$ cat config.mk
export PLATFORM = sky130hd
export DESIGN_NAME = oam_dma_ctrl
export DESIGN_NICKNAME = d
export VERILOG_FILES = /design/src/rtl/gb_mem_pkg.sv /design/src/rtl/dma_pacer.sv /design/src/rtl/oam_dma_ctrl.sv
export SDC_FILE = /design/constraint.sdc
export NUM_CORES = 1
export LEC_CHECK = 0
export BUFFER_PORTS_ARGS = -buffer_cell sky130_fd_sc_hd__buf_2
export CORE_UTILIZATION = 35
export CTS_CLUSTER_SIZE = 10
export DETAILED_ROUTE_END_ITERATION = 7
export GPL_TIMING_DRIVEN = 0
export PLACE_DENSITY = 0.71
export SLEW_MARGIN = 30
export SYNTH_ARGS = -nofsm -noshare
export SYNTH_HDL_FRONTEND = slang
export SYNTH_SLANG_ARGS = --single-unit
$ cat constraint.sdc
create_clock -name clk -period 1.7 [get_ports clk]
set_input_delay 0 -clock clk [delete_from_list [all_inputs] [get_ports clk]]
set_output_delay 0 -clock clk [all_outputs]
set_load 0.03 [all_outputs]
$ cat src/rtl/gb_mem_pkg.sv
// Shared memory-map constants and DMA types for the Game Boy core.
package gb_mem_pkg;

  localparam int unsigned BYTE_W    = 8;
  localparam int unsigned ADDR_W    = 16;
  localparam int unsigned OAM_BYTES = 160;

  localparam logic [ADDR_W-1:0] DMA_REG_ADDR = 16'hFF46;
  localparam logic [BYTE_W-1:0] ECHO_LIMIT   = 8'hDF;
  localparam logic [BYTE_W-1:0] OAM_LAST     = BYTE_W'(OAM_BYTES - 1);
  localparam logic [BYTE_W-1:0] ECHO_OFFSET  = 8'h20;

  typedef enum logic [1:0] {
    IDLE  = 2'd0,
    RUN   = 2'd1,
    DRAIN = 2'd2
  } dma_state_t;

  // Pages above DFxx alias work RAM (echo region), so fold them back down.
  function automatic logic [BYTE_W-1:0] echo_remap(input logic [BYTE_W-1:0] hi);
    return (hi > ECHO_LIMIT) ? hi - ECHO_OFFSET : hi;
  endfunction

endpackage

$ cat src/rtl/dma_pacer.sv
// Mod-N byte pacer for the OAM DMA. Optional macro: OAM_DMA_INSTANT_EN
// (defined -> tick every clock, N ignored).
// o_tick reports that the count for the coming cycle is 0, so the caller can
// register a strobe that lands exactly on that cycle.
module dma_pacer #(
  parameter int unsigned N = 4
) (
  input  logic clk,
  input  logic rst,
  input  logic i_clr,
  output logic o_tick
);

  localparam int unsigned CNT_W = (N > 1) ? $clog2(N) : 1;

  logic [CNT_W-1:0] r_cnt;
  logic [CNT_W-1:0] w_cnt_nxt;

  // Next count: wrap at N-1, synchronous clear restarts the phase at 0.
  always_comb begin
    w_cnt_nxt = r_cnt + CNT_W'(1);
    if (i_clr || (r_cnt == CNT_W'(N - 1))) begin
      w_cnt_nxt = '0;
    end
  end

  // Count register.
  always_ff @(posedge clk) begin
    if (rst) begin
      r_cnt <= '0;
    end else begin
      r_cnt <= w_cnt_nxt;
    end
  end

`ifdef OAM_DMA_INSTANT_EN
  assign o_tick = 1'b1;
`else
  assign o_tick = (w_cnt_nxt == '0);
`endif

endmodule

$ cat src/rtl/oam_dma_ctrl.sv
// OAM DMA controller: copies 160 bytes from {FF46, 00} into OAM at bus pace.
// Optional macro: OAM_DMA_INSTANT_EN (one byte per clock, no pacing).
module oam_dma_ctrl
  import gb_mem_pkg::*;
#(
  parameter int unsigned CYCLES_PER_BYTE = 4
) (
  input  logic              clk,
  input  logic              rst,
  input  logic              reg_we,
  input  logic [BYTE_W-1:0] reg_wdata,
  output logic [BYTE_W-1:0] reg_rdata,
  output logic              src_re,
  output logic [ADDR_W-1:0] src_addr,
  input  logic [BYTE_W-1:0] src_rd_data,
  output logic              oam_we,
  output logic [BYTE_W-1:0] oam_addr,
  output logic [BYTE_W-1:0] oam_wdata,
  output logic              busy
);

  dma_state_t        r_state, w_state_nxt;
  logic [BYTE_W-1:0] r_src_hi, w_src_hi_nxt;
  logic [BYTE_W-1:0] r_idx, w_idx_nxt;
  logic [BYTE_W-1:0] r_wr_idx, w_wr_idx_nxt;
  logic              r_src_re, w_src_re_nxt;
  logic [ADDR_W-1:0] r_src_addr, w_src_addr_nxt;
  logic              r_oam_we;
  logic [BYTE_W-1:0] r_oam_addr;
  logic              r_busy;

  logic              w_tick;
  logic              w_rd_go;
  logic [BYTE_W-1:0] w_rd_idx;
  logic [BYTE_W-1:0] w_rd_hi;

  dma_pacer #(
    .N (CYCLES_PER_BYTE)
  ) u_pacer (
    .clk    (clk),
    .rst    (rst),
    .i_clr  (reg_we),
    .o_tick (w_tick)
  );

  // Next state and next read; outputs are registered from these values.
  always_comb begin
    w_state_nxt    = r_state;
    w_src_hi_nxt   = r_src_hi;
    w_idx_nxt      = r_idx;
    w_wr_idx_nxt   = r_wr_idx;
    w_src_re_nxt   = 1'b0;
    w_src_addr_nxt = r_src_addr;
    w_rd_go        = 1'b0;
    w_rd_idx       = r_idx;
    w_rd_hi        = echo_remap(r_src_hi);

    if (reg_we) begin
      // Any write (re)starts from byte 0 with the new page.
      w_state_nxt  = RUN;
      w_src_hi_nxt = reg_wdata;
      w_rd_go      = 1'b1;
      w_rd_idx     = '0;
      w_rd_hi      = echo_remap(reg_wdata);
    end else begin
      case (r_state)
        RUN: begin
          if (r_src_re && (r_wr_idx == OAM_LAST)) begin
            w_state_nxt = DRAIN;
          end else if (w_tick) begin
            w_rd_go = 1'b1;
          end
        end
        DRAIN:   w_state_nxt = IDLE;
        default: w_state_nxt = r_state;
      endcase
    end

    if (w_rd_go) begin
      w_src_re_nxt   = 1'b1;
      w_src_addr_nxt = {w_rd_hi, w_rd_idx};
      w_wr_idx_nxt   = w_rd_idx;
      w_idx_nxt      = (w_rd_idx == OAM_LAST) ? w_rd_idx : w_rd_idx + BYTE_W'(1);
    end
  end

  // State, read strobe and the one-deep write pipeline behind it.
  always_ff @(posedge clk) begin
    if (rst) begin
      r_state    <= IDLE;
      r_src_hi   <= '0;
      r_idx      <= '0;
      r_wr_idx   <= '0;
      r_src_re   <= 1'b0;
      r_src_addr <= '0;
      r_oam_we   <= 1'b0;
      r_oam_addr <= '0;
      r_busy     <= 1'b0;
    end else begin
      r_state    <= w_state_nxt;
      r_src_hi   <= w_src_hi_nxt;
      r_idx      <= w_idx_nxt;
      r_wr_idx   <= w_wr_idx_nxt;
      r_src_re   <= w_src_re_nxt;
      r_src_addr <= w_src_addr_nxt;
      r_oam_we   <= r_src_re;
      if (r_src_re) begin
        r_oam_addr <= r_wr_idx;
      end
      r_busy     <= (w_state_nxt != IDLE);
    end
  end

  assign reg_rdata = r_src_hi;
  assign src_re    = r_src_re;
  assign src_addr  = r_src_addr;
  assign oam_we    = r_oam_we;
  assign oam_addr  = r_oam_addr;
  // Source BRAM data lands in the write cycle; gate so idle output stays 0.
  assign oam_wdata = r_oam_we ? src_rd_data : '0;
  assign busy      = r_busy;

endmodule

# Word level (Yosys, flattened, before mapping)
# Cells that the tools add are included.
[word_totals]
n_memories = 0
elab_cells = 40
regBits = 55
ram_bits = 0
latchBits = 0
romBits = 0
[classes]
shifts = 0
n_addsub = 4
mux = 15
multipliers = 0
order_cmp = 2
n_reduce_logical = 4
div_mod_pow = 0
eq_ne = 5
n_bitwise = 0
[op_table]
columns = ["operator", "count"]
rows = [
  ["$mux 8", 6],
  ["$eq 8x8->1 const B", 2],
  ["$gt 8x8->1 const B", 2],
  ["$sub 8x6->8 const B", 2],
  ["$add 8x1->8 const B", 1],
  ["$mux 2", 3],
  ["$mux 1", 5],
  ["$eq 2x2->1 const B", 2],
  ["$pmux 2 s2", 1],
  ["$add 2x1->2 const B", 1],
  ["$eq 2x1->1 const B", 1],
  ["$logic_not 2->1", 1],
  ["$reduce_bool 2->1", 1],
  ["$logic_and 1x1->1", 1],
  ["$logic_or 1x1->1", 1],
]

# Logic depth before layout (Yosys ltp)
# Gate-level depths: netlist of run 1.
[depth]
ltp_word = 9
ltp_mapped = 8
depth_no_buf = 6

# Modules after synthesis
# A second synthesis of run 1 with hierarchy kept.
[unflattened]
hier_cells = 201
hier_area_um2 = 2008.2
[by_module_without_submodules]
columns = ["module", "n_inst", "seq_area_each_um2", "area_per_inst_um2", "cells_per_inst"]
rows = [
  ["oam_dma_ctrl", 1, 900.9, 1915.6, 193],
  ["dma_pacer", 1, 40.0, 92.6, 8],
]

# Worst setup path before layout of run 1
# Ideal clock, no wire load.
[synth_path]
kind = "register to register"
start = "reg r_src_re, in the netlist src_re"
end = "reg r_wr_idx[3]"
setup_ps = 70
stages_incl_launch_ff = 7
arrival_ps = 1709
slack_ps = -80
period_less_slack_ps = 1780
n_path_buf = 2
path_cell_list = "dfxtp_1 -> buf_4 -> nand2_1 -> o31ai_4 -> buf_2 -> o21ai_0 -> a21oi_1"
[synth_between]
elab_chain_len = 4
[synth_lines]
columns = ["element", "line_no", "text"]
rows = [
  ["start: declaration", "oam_dma_ctrl.sv:26", "logic r_src_re, w_src_re_nxt;"],
  ["start signal: assignment", "oam_dma_ctrl.sv:104", "r_src_re <= w_src_re_nxt;"],
  ["$logic_and 1x1->1", "oam_dma_ctrl.sv:68", "if (r_src_re && (r_wr_idx == OAM_LAST)) begin"],
  ["$mux 1", "oam_dma_ctrl.sv:68", ""],
  ["$mux 1", "oam_dma_ctrl.sv:66", "case (r_state)"],
  ["$mux 1", "oam_dma_ctrl.sv:58", "if (reg_we) begin"],
  ["end signal: assignment", "oam_dma_ctrl.sv:103", "r_wr_idx <= w_wr_idx_nxt;"],
  ["end: declaration", "oam_dma_ctrl.sv:25", "logic [BYTE_W-1:0] r_wr_idx, w_wr_idx_nxt;"],
]
# Every way passes these cells.
# A chain may end at the register's enable or synchronous reset.

# Final worst setup path of run 1
[layout_path]
start = "reg r_idx[5]"
end = "reg r_idx[3]"
[layout_between]
elab_chain_len = 3
[layout_lines]
columns = ["element", "line_no", "text"]
rows = [
  ["start: declaration", "oam_dma_ctrl.sv:24", "logic [BYTE_W-1:0] r_idx, w_idx_nxt;"],
  ["start signal: assignment", "oam_dma_ctrl.sv:102", "r_idx <= w_idx_nxt;"],
  ["$mux 8", "oam_dma_ctrl.sv:58", ""],
  ["$eq 8x8->1", "oam_dma_ctrl.sv:83", "w_idx_nxt = (w_rd_idx == OAM_LAST) ? w_rd_idx : w_rd_idx + BYTE_W'(1);"],
  ["$mux 8", "oam_dma_ctrl.sv:83", ""],
]
# Every way passes these cells.

==> results.txt, run 1 <==
- At the placement stage, the worst setup path has a slack of -0.149 ns.
- The path class of the tightest hold or removal check is input pin to flop.
- After clock tree synthesis, the clock-pin slew on the worst setup and hold paths is 0.10 ns.
- GR Overflow Total: 0
- Ant diodes: 0
- Hold timing on the final database bottoms out at a slack of 0.00547 ns.
- Number of buffers inserted during clock tree synthesis: 5
- Power per standard cell area: 875 nW/um2
- Sequential fraction of the synthesis area: 0.442
- In this run the remaining antenna-violating nets after routing total 0.
* Total power of the final layout: 2.59 mW
- Insertion delay to the later sink of the worst-skew pair: 0.31 ns
- In this run the critical register-to-register path is captured at r_idx[3].
- The setup check on the worst reg-to-reg path leaves a slack of 0.002 ns.
- Total Wirelength: 5480 um
- Of the available clock period, the critical path in the final layout requires 0.999.
* Fraction of the mapped netlist area in compound gates: 0.180
- STA puts the critical path data required time at 1.92 ns.
* Dominant delay contributor by cell family on the critical path: simple AND/OR/NAND/NOR gates
- Clock root buffer: sky130_fd_sc_hd__clkbuf_8
* Count of filler cells inserted in the layout: 557
* Synthesized area per cell: 9.29 um2
- Post-synthesis async set-or-reset flop share: 0
* Cell count after synthesis: 229
- Along the worst hold path, the cell count comes to 3.
- Clock tree from TritonCTS: done
- All-layer global routing usage: 0.177
* Mux share of post-synthesis cell area: 0.0805
- Ys Warns: 0
- Counting flops and latches in the post-synthesis netlist gives 47.
- Worst Reg2Reg Path Length in Cells: 4
- Worst Path Arrival: 1.92 ns
- Clock skew on the completed layout was measured at 0.0124 ns.
- Kind of critical path: flop to flop
- The final number of hold-violating endpoints came to 0.
- Post-route insts no fill: 390
* Detailed Place HPWL: 3640 um
* Buf+Inv Stages, Crit Path: 0
- Rows: 28
- Mean routed wirelength per cell: 14.1 um
- Launch point of the worst hold path: reg_wdata[6]
- Adder-Cell Fraction of Synth Area: 0.0294
* Max Freq: 589 MHz
* Initial antenna violation count: 0
* Final standard cell utilization of the core: 0.504
- In this run, the number of DRC markers left after iteration 0 of detailed routing was 120.
- Worst Slack Setup Final: 0.00231 ns
* Net Count, Synth: 253
- Sorting the synthesized cells by how often they occur yields sky130_fd_sc_hd__dfxtp_1, sky130_fd_sc_hd__nor2_1, sky130_fd_sc_hd__mux2i_1.
- After routing, the total negative slack on setup checks comes to 0 ns.
- Setup repair after global routing could not meet its margin everywhere.
* Area of the die: 6400 um2
- Worst setup startpoint: r_idx[5]
- The most used flip-flop cell after synthesis is sky130_fd_sc_hd__dfxtp_1.
- Pin count of the biggest net entering global routing: 17
* Biggest area contributors in the synthesized netlist: sky130_fd_sc_hd__dfxtp_1, sky130_fd_sc_hd__mux2i_1, sky130_fd_sc_hd__nor2_1
- At the pin with the least slew margin, the transition time is 0.495 ns.
- 62 I/O pins were placed.
* Via count of the first global-routing pass: 1916
- Fin nets: 338
- Across the VDD grid, the largest voltage drop is 0.576 mV.
- Of the total synthesized cell area, the portion taken by XOR and XNOR cells is 0.
- The area growth from synthesis to layout is 39.3%.
- Fraction of synthesized cell area taken by the top area cell type: 0.442
- Destination of the worst hold path: reg_rdata[6]
- Summing all non-filler instances in the final layout gives an area of 2960 um2.
- Routability-driven placement finished with a final weighted congestion of 0.869.
* Cell type contributing the most total cell area after synthesis: sky130_fd_sc_hd__dfxtp_1
- Max Cap Violations: 0
- Of the total synthesized cell area, the portion taken by AND, OR, NAND and NOR gates is 0.212.
* Via count normalized by instance count: 5.23
- After synthesis, the largest family of logic cells by area is simple AND/OR/NAND/NOR gates.
- Yosys instantiated no cell more often than sky130_fd_sc_hd__dfxtp_1.
* Top fanout value on the critical path: 6
- The first detailed-routing pass ran for 4 iterations.
- Static Leakage: 1.30 nW
- Post-placement cell area: 2530 um2
- Core area: 5890 um2
- The first global-routing pass estimated 8780 um of wire.
- In this run the critical register-to-register path is launched from r_idx[5].
* Total number of clock tree sinks: 47
- The die is 80.0 um wide.
- Worst slew margin relative to its limit: 0.670
* Number of I/O port buffers: 60
- In the final layout, the share of cells above drive strength 1 is 0.381.
- Status: finished, final reports clean
* Chip Height: 80.0 um
* Post-Synthesis Cell Area: 2130 um2
* Category of the worst setup path launch point: flop
- Setup violations remaining at the end of the flow were counted as 0.
- The final route contains 2038 vias.
- Max incr delay on CP: 0.58 ns
- Once placement completed, the tool counted placed cells totaling 364.
- Number of levels in the clock H-tree: 2
- Slowest cell on the critical path: sky130_fd_sc_hd__or4b_4
- Number of flops mapped to enable cells by yosys: 0
- For the finished layout, the period the worst path requires is 1.70 ns.
* Remaining DRCs: 0
- Number of buffers between clock root and the deepest sink: 2
- Worst path cell trace: or4b_4 -> nor4_4 -> a21oi_2 -> a221oi_2
* Number of distinct library cells after synthesis: 48
- For this configuration, the core starts out at a cell density of 0.362.
- The total count of max-transition violations in the final report is 0.
- The worst setup path is captured at a flop.
worst max path at each step:
stage,slack [ns],end,depth (start not counted)
floorplan,0.03,r_idx[0],5
global placement,-0.15,r_wr_idx[2],6
detailed placement,-0.15,r_wr_idx[4],6
CTS,-0.02,r_idx[2],4
global route,-0.07,r_idx[3],4
finish,0.002,r_idx[3],4
final cells by class:
| class | instances | area, um2 | area share |
|---|---|---|---|
| inverter | 9 | 33.8 | 0.0114 |
| tap | 75 | 93.8 | 0.0317 |
| clock inverter | 3 | 71.3 | 0.0241 |
| timing repair buffer | 77 | 445 | 0.150 |
| buffer | 13 | 105 | 0.0355 |
| sequential | 47 | 952 | 0.321 |
| multi-input combinational | 161 | 1190 | 0.403 |
| clock buffer | 5 | 68.8 | 0.0232 |
where the power goes:
part	switching (mW)	internal, mW
clock	0.415	0.597
sequential	0.0271	1.14
combinational	0.246	0.166
tightest hold or removal path: stages:
cell	delay, ns
sky130_fd_sc_hd__buf_2	0.12
sky130_fd_sc_hd__nand2_1	0.09
sky130_fd_sc_hd__a21oi_1	0.06
kinds of logic after synthesis:
family / Yosys count
AO/OA/AOI/OAI: 57
adder cells (fa/ha/maj): 5
buffers and inverters: 22
flip-flops: 47
multiplexers: 17
AND/OR/NAND/NOR: 81
state kept, by name, indices dropped and copies added, names as in the netlist:
register	count
r_wr_idx	7
oam_we	1
r_state	2
busy	1
src_addr	9
oam_addr	8
src_re	1
r_idx	8
reg_rdata	8
u_pacer.r_cnt	2
layout by cell type, fill, tap and decap left out, types with 4 or more instances in the layout:
master / n
sky130_fd_sc_hd__a21oi_1: 13
sky130_fd_sc_hd__a31oi_1: 5
sky130_fd_sc_hd__and2_1: 8
sky130_fd_sc_hd__buf_2: 60
sky130_fd_sc_hd__buf_4: 13
sky130_fd_sc_hd__buf_6: 6
sky130_fd_sc_hd__clkbuf_1: 4
sky130_fd_sc_hd__clkbuf_8: 5
sky130_fd_sc_hd__dfxtp_1: 40
sky130_fd_sc_hd__dfxtp_2: 6
sky130_fd_sc_hd__dlygate4sd3_1: 7
sky130_fd_sc_hd__inv_1: 9
sky130_fd_sc_hd__mux2i_1: 16
sky130_fd_sc_hd__nand2_1: 9
sky130_fd_sc_hd__nand3_1: 13
sky130_fd_sc_hd__nor2_1: 20
sky130_fd_sc_hd__o21ai_0: 15
sky130_fd_sc_hd__o22a_1: 5
repair_timing:
| action | 4_1_cts | 5_1_grt |
|---|---|---|
| resized for setup | 16 | 24 |
| setup buffers | 3 | 7 |
| setup endpoints to repair | 22 | 24 |
| hold buffers | 7 | 0 |
| pin swaps | 4 | 6 |
| gates cloned | 1 | 0 |
| endpoints found under the hold margin | 7 | 0 |
layer usage:
| metal | track usage | routed length, um |
|---|---|---|
| met2 | 0.298 | 2700 |
| met4 | 0.0714 | 102 |
| met5 | 0 | 0 |
| met3 | 0.0320 | 240 |
| met1 | 0.221 | 2440 |
(Power assumes the default switching activity.)
==> run 2: changes to the inputs <==
ABC_AREA = 1   (was default)
CELL_PAD_IN_SITES_DETAIL_PLACEMENT = 1   (was default)
CELL_PAD_IN_SITES_GLOBAL_PLACEMENT = 2   (was default)
CORE_UTILIZATION = 25   (was 35)
PLACE_DENSITY = 0.86   (was 0.71)
==> run 2 against run 1 <==
Sequential power about the same; maximum frequency increased by 7.1%; wire length is 27% higher; synthesized area up 6.7%; clock power down 13%; largest power group unchanged; clock-buffer cell count grew 1; hold slack better by 0.036 ns; sequential cell count unchanged; final area shrank 0.51%; first-iteration DRC count shrank 34%.
==> results.txt, run 2 <==
- Category of the worst setup path launch point: flop
- The total count of max-transition violations in the final report is 0.
* Final count of hold timing violations: 0
* Insertion delay to the later sink of the worst-skew pair: 0.31 ns
- Walking the worst path, the cells encountered are inv_1 -> nor2_4 -> ha_4 -> nand2_1 -> nor2_4 -> nand2_2 -> nand2_1 -> inv_1 -> a21oi_2 -> nor2_1.
* Post-Synth Simple-Gate Area: 0.318
- Setup violations remaining at the end of the flow were counted as 0.
- During I/O placement, the number of pins put on the boundary was 62.
- The count of buffers added on input and output ports is 61.
* Fraction of the mapped netlist area in compound gates: 0.126
- After clock tree synthesis, the clock-pin slew on the worst setup and hold paths is 0.09 ns.
- Among all flip-flop cells after synthesis, the most frequent one is sky130_fd_sc_hd__dfxtp_1.
- Max-cap violations in this run came to 0.
- Number of post-CTS setup repair buffers: 0
- Slowest cell on the critical path: sky130_fd_sc_hd__dfxtp_1
- Top fanout value on the critical path: 6
- Initial standard-cell utilization of the core: 0.259
- TritonCTS built the clock tree.
* Pin count of the biggest net entering global routing: 15
* Kind of critical path: flop to flop
* Post-Synthesis Cell Area: 2270 um2
- The completed layout was analyzed and its total power is 2.49 mW.
* Power per standard cell area: 846 nW/um2
* Fin nets: 423
* Worst Hold Class: input pin to flop
- After synthesis, the most frequently instantiated cells are sky130_fd_sc_hd__nand2_1, sky130_fd_sc_hd__nor2_1, sky130_fd_sc_hd__dfxtp_1.
* Fraction of synthesized cell area taken by the top area cell type: 0.414
* Worst Slack Setup Final: 0.114 ns
- Number of iterations in the first detailed-routing pass: 4
- The die covers 9470 um2.
- Ys Warns: 0
* Remaining antenna violation count: 0
- Of the available clock period, the critical path in the final layout requires 0.933.
- The clock drives 47 sinks.
- Dominant combinational cell family by area after synthesis: simple AND/OR/NAND/NOR gates
- Final Wtd Congestion: 0.801
- For this run, asynchronously set or reset flops after synthesis account for 0.
- Cell count after synthesis: 325
- Via count normalized by instance count: 4.63
- Mux share of post-synthesis cell area: 0
* Rows: 34
- In the final layout, the share of cells above drive strength 1 is 0.258.
- After synthesis, the mean cell area works out to 6.99 um2.
- At the pin with the least slew margin, the transition time is 0.619 ns.
- The library cells used most frequently in the layout, excluding fill and tap cells, are sky130_fd_sc_hd__nand2_1, sky130_fd_sc_hd__buf_2, sky130_fd_sc_hd__dfxtp_1.
- STA classifies the critical path endpoint as a flop.
* Number of flops mapped to enable cells by yosys: 0
- Die width: 97.3 um
- The routed layout has 2351 vias.
- Summed over all instances, the cell type with the most area after synthesis is sky130_fd_sc_hd__dfxtp_1.
- Total Wirelength: 6940 um
- The initial antenna violation count was 0.
- After the first detailed-routing iteration, the DRC count stood at 79.
- The library cell used most frequently in the layout, excluding fill and tap cells, is sky130_fd_sc_hd__nand2_1.
* Static Leakage: 1.45 nW
- Synthesis produced a netlist with a net count of 349.
* Post-placement cell area: 2710 um2
- Via count of the first global-routing pass: 2441
- For this run, the register share of the synthesized area comes to 0.414.
- The kind of cell with the highest combined delay along the critical path is simple AND/OR/NAND/NOR gates.
- In the post-synthesis netlist, the biggest area contributors are sky130_fd_sc_hd__dfxtp_1, sky130_fd_sc_hd__nand2_1, sky130_fd_sc_hd__nor2_1.
* Remaining DRCs: 0
- Detailed Place HPWL: 5210 um
- The worst path needs 1.59 ns of the cycle, external delays included.
- Headroom to the max-slew limit came out at 0.587.
- Worst Path Arrival: 1.78 ns
- Of the total synthesized cell area, the portion taken by XOR and XNOR cells is 0.00386.
* Number of flip-flops in the largest register: 9
- The total overflow left after global routing is 0.
- For the worst setup path, the data required time is 1.90 ns.
- The number of different library cells used by synthesis comes to 29.
- Static timing analysis puts the maximum clock frequency at 631 MHz.
* Number of buffers inserted during clock tree synthesis: 5
* All-layer global routing usage: 0.156
- Synthesis inferred 47 register bits.
* Design Area, Final: 2950 um2
* Chip Height: 97.3 um
- The H-tree generated during clock tree synthesis spans 2 levels.
- Max incr delay on CP: 0.35 ns
- Of the total synthesized cell area, the portion taken by full adders, half adders and majority gates is 0.0275.
- The total area inside the core boundary comes to 8760 um2.
- On the final layout, the worst clock skew is 0.00550 ns.
- Across the VDD grid, the largest voltage drop is 0.469 mV.
* Area growth syn-to-layout: 29.9%
- In the final routed layout, each cell accounts on average for 13.7 um.
- Setup repair after global routing could not meet its margin everywhere.
* Buf+Inv Stages, Crit Path: 2
* Status: finished, final reports clean
* Number of buffers between clock root and the deepest sink: 2
* Ant diodes: 0
* Place WS: -0.195 ns
- Most frequent cell after synthesis: sky130_fd_sc_hd__nand2_1
- Clock root buffer: sky130_fd_sc_hd__clkbuf_8
- Wire length of the first global-routing pass: 11900 um
-- run 2: changes by cell type after synthesis, moves of 5 or more --
cell                      delta
sky130_fd_sc_hd__o21ai_2     +7
sky130_fd_sc_hd__and2_1      -8
sky130_fd_sc_hd__mux2i_1    -16
sky130_fd_sc_hd__inv_1      +33
sky130_fd_sc_hd__a31oi_1     -5
sky130_fd_sc_hd__nor2_1     +28
sky130_fd_sc_hd__nand2_1    +64
sky130_fd_sc_hd__nand3_1    +13
sky130_fd_sc_hd__o22ai_1     +5
sky130_fd_sc_hd__o22a_1      -5
-- run 2: timing repair --
action / CTS / global route
hold endpoints to repair: 6 / 0
hold buffers: 6 / 0
pin swaps: 1 / 2
resized for setup: 5 / 9
endpoints found under the setup margin: 6 / 10
-- run 2: power by group --
group | internal (mW) | switching (mW) | total [mW]
Combinational | 0.142 | 0.296 | 0.437
Clock | 0.477 | 0.399 | 0.875
Sequential | 1.15 | 0.0309 | 1.18
-- run 2: stage by stage --
step                       util  hold slack [ns]  TNS (ns)  instances
final                     0.337           0.0412         0        508
after global routing      0.337           0.0406  -0.00256        508
after CTS                 0.332           0.0183         0        508
after detailed placement  0.309            0.301    -0.533        494
after global placement    0.309            0.286    -0.444        494
after floorplan               -            0.164         0        325
-- run 2: logic make-up (layout without fill, tap and decap cells) --
family                     after synthesis  in the layout
AOI/OAI and AO/OA                       49             49
xor gates and xnor gates                 1              1
adders and majority gates                5              5
buffers and inverters                   58            133
DFF                                     47             47
and+or+nand+nor                        165            165
-- run 2: worst paths after layout --
| kind | startpoint | to | slack, ns | cells past startpoint |
|---|---|---|---|---|
| max | r_idx[1] | r_idx[5] | 0.11 | 10 |
| min | reg_wdata[5] | reg_rdata[5] | 0.04 | 3 |
| max reg2reg | r_idx[1] | r_idx[5] | 0.11 | 10 |
| min reg2reg | r_idx[1] | r_idx[1] | 0.47 | 2 |
-- run 2: per-layer routing --
layer | routed length [um] | global-route usage
met1 | 3190 | 0.198
met4 | 85 | 0.0396
met3 | 480 | 0.0396
met5 | 0 | 0
met2 | 3180 | 0.263
-- run 2: layout make-up --
type                    count  area [um2]
fillers                  1127        5810
multi-input cells         220        1120
flip-flops and latches     47         942
repair buffers             67         365
inverters                  45         173
well taps                 108         135
plain buffers              13        92.6
clock buffers               6        82.6
clock inverters             2        35.0
-- run 2: worst min-delay path: cells and delay by family --
kind / cells / cell delay (ns)
simple gates: 1 / 0.11
compound gates: 1 / 0.07
buf+inv: 1 / 0.12
==> run 3: changes to the inputs <==
--- a/constraint.sdc
+++ b/constraint.sdc
@@ -3,2 +3,2 @@
 set_output_delay 0 -clock clk [all_outputs]
-set_load 0.03 [all_outputs]
+set_load 0.1 [all_outputs]
==> run 3 against run 2 <==
Critical path type unchanged; critical path depth unchanged; largest power group unchanged; clock skew grew 0.0048 ns; register-to-register slack is essentially flat; non-clock buffer count unchanged; clock power down 15%; hold slack got worse by 0.0077 ns; power grew 5.1%.
==> results.txt, run 3 (synthesis gave the netlist of run 2 again) <==
- Number of I/O port buffers: 61
- For the pin with the worst max-slew slack, the measured transition is 0.662 ns.
* Kind of capture point of the worst setup path: flop
- STA classifies the critical path startpoint as a flop.
* Total via count after detailed routing: 2326
- Time the final worst path needs with I/O delays and setup: 1.58 ns
- The library cell used most frequently in the layout, excluding fill and tap cells, is sky130_fd_sc_hd__nand2_1.
* R2r setup slk: 0.12 ns
* Power per standard cell area: 891 nW/um2
* Final Wtd Congestion: 0.798
- Setup violations, final: 0
- For this block, the initial DRC count from the detailed router was 54.
- The routed design has 6870 um of wire.
* Switch share: 0.380
- Remaining DRCs: 0
- The worst path meets setup with 0.121 ns of slack.
- All-layer global routing usage: 0.153
- Detailed routing placed a total of 3210 um of wire on met2.
- Summing all multi-input logic gate instances after layout gives 1120 um2.
- For hold timing, the worst endpoint is reg_rdata[5].
- Total number of clock tree sinks: 47
- After floorplanning, the core was sized to cover 8760 um2.
* Area of the die: 9470 um2
* Initial antenna violation count: 0
* Worst slew margin relative to its limit: 0.559
- Detailed routing placed a total of 413 um of wire on met3.
* Launch point of the worst hold path: reg_wdata[5]
* Max Cap Violations: 0
- Counting cells, the worst reg-to-reg path comes to 10.
* Area growth syn-to-layout: 29.6%
- Prior to clock tree synthesis, the placed netlist has a worst setup slack of -0.153 ns.
* Mean routed wirelength per cell: 13.5 um
- The share of total power dissipated in the clock network is 0.285.
- GR Overflow Total: 0
* Max Freq: 633 MHz
- Entering global routing, the biggest net connects 16 pins.
- P_sw: 0.998 mW
* Clock root buffer: sky130_fd_sc_hd__clkbuf_8
- For the worst setup path, the data required time is 1.90 ns.
- I/O pin cnt: 62
* Kind of critical path: flop to flop
- Along the worst path, the maximum fanout reaches 6.
- Static Leakage: 1.44 nW
- Sequential power share: 0.451
- The clock tree synthesis step divided the H-tree into 2 levels.
- Top Metal Used: met4
- Period utilisation layout: 0.929
- The via count of the first global-routing pass was 2427.
- In the final layout, flip-flops and latches occupy 958 um2.
* Number of flip-flops in the largest register: 9
- Pint: 1.62 mW
- Launching point of the worst reg2reg path: r_idx[0]
- Chip Height: 97.3 um
* Status: finished, final reports clean
* Wire length of the first global-routing pass: 11800 um
* Initial standard-cell utilization of the core: 0.259
- The detailed router put a total of 3220 um of wire on met1.
- Total power for the finished layout comes to 2.62 mW.
* Rows: 34
- Detailed Place HPWL: 5070 um
- Fill cells in the final layout number 1123.
* Number of max-slew violations in the final report: 0
- Buffers inserted during clock tree synthesis total 5.
- The final number of hold-violating endpoints is 0.
- The top cell types in the final layout, fill and taps aside, are sky130_fd_sc_hd__nand2_1, sky130_fd_sc_hd__buf_2, sky130_fd_sc_hd__nor2_1.
* Number of buffers between clock root and the deepest sink: 2
- In this run the remaining antenna-violating nets after routing total 0.
- Fin nets: 423
- Insertion delay to the later sink of the worst-skew pair: 0.31 ns
- Worst Path Arrival: 1.78 ns
- Number of iterations in the first detailed-routing pass: 4
* Power share of the combinational group: 0.264
* Clock tree from TritonCTS: done
* Fraction of layout instances using a drive strength above 1: 0.285
- Clock skew: 0.0103 ns
- The path class of the tightest hold or removal check is input pin to flop.
- The number of antenna diodes in the final layout is 0.
* Via count normalized by instance count: 4.58
* Reg-to-reg critical path endpoint: r_idx[5]
- Hold timing on the final database bottoms out at a slack of 0.0335 ns.
- The die is 97.3 um wide.
- The worst-case IR drop observed on VDD is 0.438 mV.
* Clock slew at the register clock pins of the worst setup and hold paths: 0.09 ns
- Count of cells along the worst hold path: 3
## run 3: power groups by stage
stage	combinational, mW	sequential (mW)	clock [mW]
floorplan	0.225	1.51	0
global placement	0.663	1.21	0
detailed placement	0.671	1.21	0
CTS	0.684	1.18	0.766
global route	0.737	1.19	0.815
finish	0.693	1.18	0.746
## run 3: layer usage
layer | up-vias | global-route usage
met5 | - | 0
met4 | 0 | 0.0260
met3 | 2 | 0.0432
met2 | 73 | 0.261
met1 | 1077 | 0.195
li1 | 1174 | -
## run 3: cell type report
| cell class | count | share of cell area |
|---|---|---|
| Multi-Input combinational cell | 220 | 0.382 |
| Sequential cell | 47 | 0.326 |
| Timing Repair Buffer | 67 | 0.124 |
| Inverter | 45 | 0.0578 |
| Tap cell | 108 | 0.0459 |
| Buffer | 13 | 0.0314 |
| Clock buffer | 6 | 0.0280 |
| Clock inverter | 2 | 0.00552 |
## run 3: critical path: stages, from the launching register on
cell	delay, ns
sky130_fd_sc_hd__dfxtp_1	0.36
sky130_fd_sc_hd__inv_1	0.08
sky130_fd_sc_hd__nor2_4	0.14
sky130_fd_sc_hd__ha_4	0.19
sky130_fd_sc_hd__nand2_1	0.10
sky130_fd_sc_hd__nor2_4	0.16
sky130_fd_sc_hd__nand2_2	0.12
sky130_fd_sc_hd__nand2_1	0.11
sky130_fd_sc_hd__inv_1	0.05
sky130_fd_sc_hd__a21oi_2	0.12
sky130_fd_sc_hd__nor2_1	0.04
## run 3: worst max path at each step
stage | startpoint | endpoint | slack (ns) | cells past startpoint
2_1_floorplan | src_addr[7] | r_idx[5] | 0.06 | 8
3_3_place_gp | reg_we | r_idx[5] | -0.15 | 11
3_5_place_dp | reg_we | r_idx[5] | -0.15 | 11
4_1_cts | r_idx[0] | r_idx[5] | 0.03 | 10
5_1_grt | r_idx[0] | r_idx[5] | -0.01 | 10
6_report | r_idx[0] | r_idx[5] | 0.12 | 10
## run 3: metrics by stage
step	util	setup TNS, ns	cell area, um2	std cells
floorplan	-	0	2290	325
global placement	0.311	-0.435	2730	494
detailed placement	0.311	-0.402	2730	494
CTS	0.331	0	2900	508
global route	0.336	-0.0127	2940	508
finish	0.336	0	2940	508
## run 3: what timing repair did
| item | in CTS | in global routing |
|---|---|---|
| hold buffers | 6 | 0 |
| cloned | 0 | 0 |
| setup buffers | 0 | 0 |
| endpoints found under the setup margin | 6 | 21 |
| hold endpoints to repair | 6 | 0 |
| pin swaps | 1 | 2 |
| resized for setup | 4 | 8 |
